<file path="src/rtl/fix_pkg.sv">
// fix_pkg: shared symmetric fixed-point limits and accumulator FSM states
package fix_pkg;

    typedef enum logic {ACC, OUT} acc_state_t;

    function automatic int fix_max(int w);
        return (1 << (w - 1)) - 1;
    endfunction

    function automatic int fix_min(int w);
        return -((1 << (w - 1)) - 1);
    endfunction

endpackage

</file>
<file path="src/rtl/sat_addsub_fix.sv">
// sat_addsub_fix: combinational a +/- b clamped to the symmetric W-bit range
module sat_addsub_fix
    import fix_pkg::*;
#(
    parameter int W = 16
) (
    input  logic signed [W-1:0] a,
    input  logic signed [W-1:0] b,
    input  logic                sub,
    output logic signed [W-1:0] y,
    output logic                sat
);

    localparam logic signed [W+1:0] MAX_X = (W + 2)'(fix_max(W));
    localparam logic signed [W+1:0] MIN_X = (W + 2)'(fix_min(W));
    localparam logic signed [W-1:0] MAX_V = W'(fix_max(W));
    localparam logic signed [W-1:0] MIN_V = W'(fix_min(W));

    logic signed [W+1:0] ax, bx, raw;

    assign ax = {{2{a[W-1]}}, a};
    assign bx = {{2{b[W-1]}}, b};

    // Two guard bits keep the widened sum exact before the clamp; -2^(W-1) is never emitted
    always_comb begin
        raw = sub ? ax - bx : ax + bx;
        sat = (raw > MAX_X) || (raw < MIN_X);
        y   = raw > MAX_X ? MAX_V : raw < MIN_X ? MIN_V : raw[W-1:0];
    end

endmodule

</file>
<file path="src/rtl/acc_sub_fix.sv">
// acc_sub_fix: streaming saturating add/subtract accumulator emitting one result per frame
module acc_sub_fix
    import fix_pkg::*;
#(
    parameter int W = 16
) (
    input  logic                clk,
    input  logic                rst_n,
    input  logic                in_valid,
    output logic                in_ready,
    input  logic signed [W-1:0] in_data,
    input  logic                in_sub,
    input  logic                in_first,
    input  logic                in_last,
    output logic                out_valid,
    input  logic                out_ready,
    output logic signed [W-1:0] out_data,
    output logic                out_sat
);

    acc_state_t          state, state_nxt;
    logic signed [W-1:0] acc, base, sum;
    logic                sat_flag, beat_sat, sat_upd, accept, take;

    assign in_ready = (state == ACC);
    assign accept   = in_valid && in_ready;
    assign take     = out_valid && out_ready;
    assign base     = in_first ? '0 : acc;
    assign sat_upd  = (in_first ? 1'b0 : sat_flag) | beat_sat;

    sat_addsub_fix #(.W(W)) u_addsub (
        .a   (base),
        .b   (in_data),
        .sub (in_sub),
        .y   (sum),
        .sat (beat_sat)
    );

    // Move to OUT on the accepted last beat, back to ACC once the result is taken
    always_comb begin
        state_nxt = state;
        if (state == ACC && accept && in_last) state_nxt = OUT;
        if (state == OUT && take) state_nxt = ACC;
    end

    // Accumulator, sticky saturation flag and registered result
    always_ff @(posedge clk) begin
        if (!rst_n) begin
            state     <= ACC;
            acc       <= '0;
            sat_flag  <= 1'b0;
            out_valid <= 1'b0;
            out_data  <= '0;
            out_sat   <= 1'b0;
        end else begin
            state <= state_nxt;
            if (accept) begin
                acc      <= sum;
                sat_flag <= sat_upd;
                if (in_last) begin
                    out_data  <= sum;
                    out_sat   <= sat_upd;
                    out_valid <= 1'b1;
                end
            end
            if (take) begin
                out_valid <= 1'b0;
                acc       <= '0;
                sat_flag  <= 1'b0;
            end
        end
    end

endmodule

</file>
<file path="config.mk">
export PLATFORM = sky130hd
export DESIGN_NAME = acc_sub_fix
export DESIGN_NICKNAME = d
export VERILOG_FILES = /design/src/rtl/fix_pkg.sv /design/src/rtl/sat_addsub_fix.sv /design/src/rtl/acc_sub_fix.sv
export SDC_FILE = /design/constraint.sdc
export NUM_CORES = 1
export LEC_CHECK = 0
export ABC_AREA = 1
export BUFFER_PORTS_ARGS = -buffer_cell sky130_fd_sc_hd__buf_2
export CORE_AREA = 2 2 77 79
export DETAILED_ROUTE_END_ITERATION = 7
export DIE_AREA = 0 0 79 81
export PLACE_DENSITY = 0.79
export REMOVE_ABC_BUFFERS = 1
export SYNTH_ARGS = -nofsm -noshare
export SYNTH_HDL_FRONTEND = slang
export SYNTH_SLANG_ARGS = --single-unit
</file>
<file path="constraint.sdc">
create_clock -name clk -period 3.4 [get_ports clk]
set_clock_uncertainty 0.15 [all_clocks]
set_input_delay 0.17 -clock clk [delete_from_list [all_inputs] [get_ports clk]]
set_output_delay 0.17 -clock clk [all_outputs]
set_load 0.01 [all_outputs]
</file>
==> metrics <==
WHS=0.04361 ns; LEAKAGE=2.070 nW; area grow syn2layout=14.33%; Remaining Overflow, GRT=0; Antenna Cells=0; Core Util, Final=64.02%; input/output buffers=41; std cell rows=28; count of hold buffers inserted by post-cts repair=0; adder-cell area share of the yosys netlist=7.323%; cell area after synthesis=0.003178 mm²; worst hold start=in_last; Die Y=81 µm; CTS tree=built; Total Die Area=0.006399 mm²; status=completed; Placer Congestion=0.8395; Max Fclk=323.7 MHz; die width=79 µm; Net Switching=612.4 µW; Clk Latency, worst-skew pair=0.28 ns; Compound-Gate Fraction of Synth Area=13.98%; Critical Path Max Stage Delay=0.29 ns; Crit. End Element=register; WP buf/inv=3; dpl cell area=0.003442 mm²; final routed DRC violation total=0; Hold Crit Class=primary input to register; clock sink count=36; crit path launch=in_data[0]; Nets=600; Yosys reg bits=36; Critical-path top delay cell=o31ai_2; worst-margin pin slew=0.8437 ns; gr usage total=23.77%; Initial DRT Pass Iterations=4; CP Cell Sequence=buf_2 -> inv_1 -> nand3_1 -> o31ai_2 -> nand2_1 -> nor2_2 -> nand2_2 -> nor2_1 -> xor2_1 -> ha_1 -> a21oi_2 -> o21ai_0 -> a21oi_2 -> nand2_1 -> nand2_1 -> nand2_1 -> nor2_1 -> nand3_1 -> nand2_2 -> nand2_8 -> nand2_1 -> nand3_1 -> nand2_1 -> inv_1; DRT antenna net count=0; CP dominant cell by count=nand2_1; setup tns final=0 ns; clock-pin slew on the worst setup and hold paths=0.07 ns; Starting Density=56.00%; DP HPWL=5903 µm; switching share of power=39.39%; DR iter-0 viols=97; synth unique cells=38; final non-filler cell total=635; CTS max path bufs=2; share of layout cells above drive strength 1=17.50%; Via density=5.033; Flop pwr share=31.4%; PD cells=427.8 mW/mm²; CTS buffer count=5; final WL=7331 µm; relative slew slack=43.41%; Top Family by Delay on Critical Path=simple AND/OR/NAND/NOR gates; critical path startpoint category=primary input; largest family of logic cells by synthesized area=simple AND/OR/NAND/NOR gates; final instance area=0.003633 mm²; RR Startpoint=acc[0]; Gate Count Post-Synth=516; Slew Viols, Final=0; internal power=942.1 µW; placed cell count=624; Critical Path AT=3.13 ns; # fillers=575; mux cell area share after synthesis=0%; endpoints failing setup=0; WP data required=3.44 ns; Synth warnings=0; vias after detailed routing=3196; area share of the largest cell type after synthesis=22.68%; Syn Area/Cell=6.159 µm²; multi-input logic area=0.002032 mm²; commonest cells after routing, fill and taps aside=120 x nand2_1, 99 x inv_1, 48 x nor2_1, 47 x nand3_1, 41 x buf_2; total of max-cap violations=0; antenna violations before repair=0; Crit Path Class=primary input to register; most common cell after layout, fill and taps aside=nand2_1; largest net degree at the start of global routing=36; FF/Latch Area=720.7 µm²; Comb power frac=45.1%; CTS root buffer=clkbuf_8; I/O pin count=42; vias in the first global route=2972; core area=0.005675 mm²; first-pass GRT wire length=12350 µm; fin crit period=3.089 ns; Simple-Gate Fraction of Synth Area=35.28%; CP Max Fanout=18; maximum vdd drop=0.0003566 V; Yosys top cell by area=dfxtp_1; post-synthesis xor/xnor area fraction=5.433%; Area contributors post-synth=dfxtp_1 23%, nand2_1 15%, inv_1 12%; Clk network pwr share=23.4%; Seq/Total Area, Yosys=22.68%; final hold violation count=0; H-tree depth=2; period utilization=90.85%; Routed wire per std cell=11.54 µm
cell type report:
cell class                      count  share of cell area (%)
Tap cell                           75                   2.583
Multi-Input combinational cell    362                   55.92
Clock buffer                        6                   1.997
Clock inverter                      2                  0.9642
Sequential cell                    36                   19.83
Inverter                          103                   10.64
Timing Repair Buffer               51                   8.058
worst register-to-register path, cell delays in order, from the launching register on:
cell and delay, ns:
dfxtp_1 0.33, nand2_1 0.07, ha_1 0.20, fa_1 0.40, inv_1 0.14, nand3_1 0.10, nand2_1 0.13, nand3_1 0.11
nand2_1 0.08, nand2_1 0.04, nand2_1 0.08, nand3_1 0.07, nor2_1 0.13, nand3_1 0.10, nand2_2 0.12, nand2_8 0.12
nand2_1 0.12, nand3_1 0.07, nand2_1 0.09, inv_1 0.03
layer usage:
layer	part of all wire (%)	GRT usage, %	up-vias
li1	-	-	1693
met1	44	27.73	1447
met2	52	45.68	48
met3	3.0	3.778	8
met4	0.79	5.172	0
met5	0	0	-
stage by stage:
| stage | power [mW] | worst slack, ns |
|---|---|---|
| after floorplan | 0.9899 | 0.3763 |
| after global placement | 1.155 | -0.1516 |
| after detailed placement | 1.171 | -0.1497 |
| after CTS | 1.539 | 0.1457 |
| after global routing | 1.676 | -0.04549 |
| final | 1.555 | 0.3112 |
power groups by stage:
stage / Sequential, mW / Clock (mW) / Combinational, mW
final: 0.489 / 0.364 / 0.701
after global routing: 0.493 / 0.388 / 0.795
after CTS: 0.489 / 0.373 / 0.677
after detailed placement: 0.498 / 0 / 0.673
after global placement: 0.496 / 0 / 0.659
after floorplan: 0.504 / 0 / 0.486
registers in the layout, indices dropped and copies added (netlist names):
register   flops
sat_flag       1
state          1
acc           16
out_sat        1
out_data      16
out_valid      1
final timing paths:
path / end / slack [ns] / cells past startpoint
hold reg to reg: out_valid / 0.35 / 1
hold / removal: state / 0.04 / 3
setup / recovery: out_data[2] / 0.31 / 24
setup reg to reg: out_data[2] / 0.63 / 19
synth_stat cells (all sizes together):
| cell | n |
|---|---|
| o211ai | 1 |
| dfxtp | 36 |
| buf | 11 |
| o22ai | 1 |
| xnor2 | 7 |
| a21o | 1 |
| fa | 1 |
| inv | 101 |
| nor2 | 53 |
| xor2 | 11 |
| clkbuf | 4 |
| ha | 17 |
| nand3b | 3 |
| clkinv | 2 |
| o21bai | 3 |
| a21oi | 35 |
| o21a | 14 |
| nor3 | 2 |
| o21ai | 15 |
| o31ai | 2 |
| and2 | 1 |
| nand3 | 49 |
| nand4 | 10 |
| or2 | 2 |
| nand2 | 134 |
logic make-up (layout without fill, tap and decap cells):
kind of cell,count (synthesis),after routing
flops,36,36
xor+xnor,18,18
simple gates,254,254
compound gates,72,72
fa+ha+maj,18,18
buf+inv,118,162
repair_timing:
action,4_1_cts,5_1_grt
gates resized for setup,0,16
buffers inserted,0,3
setup endpoints to repair,0,32
No activity file was read; power rests on OpenSTA's default activity.
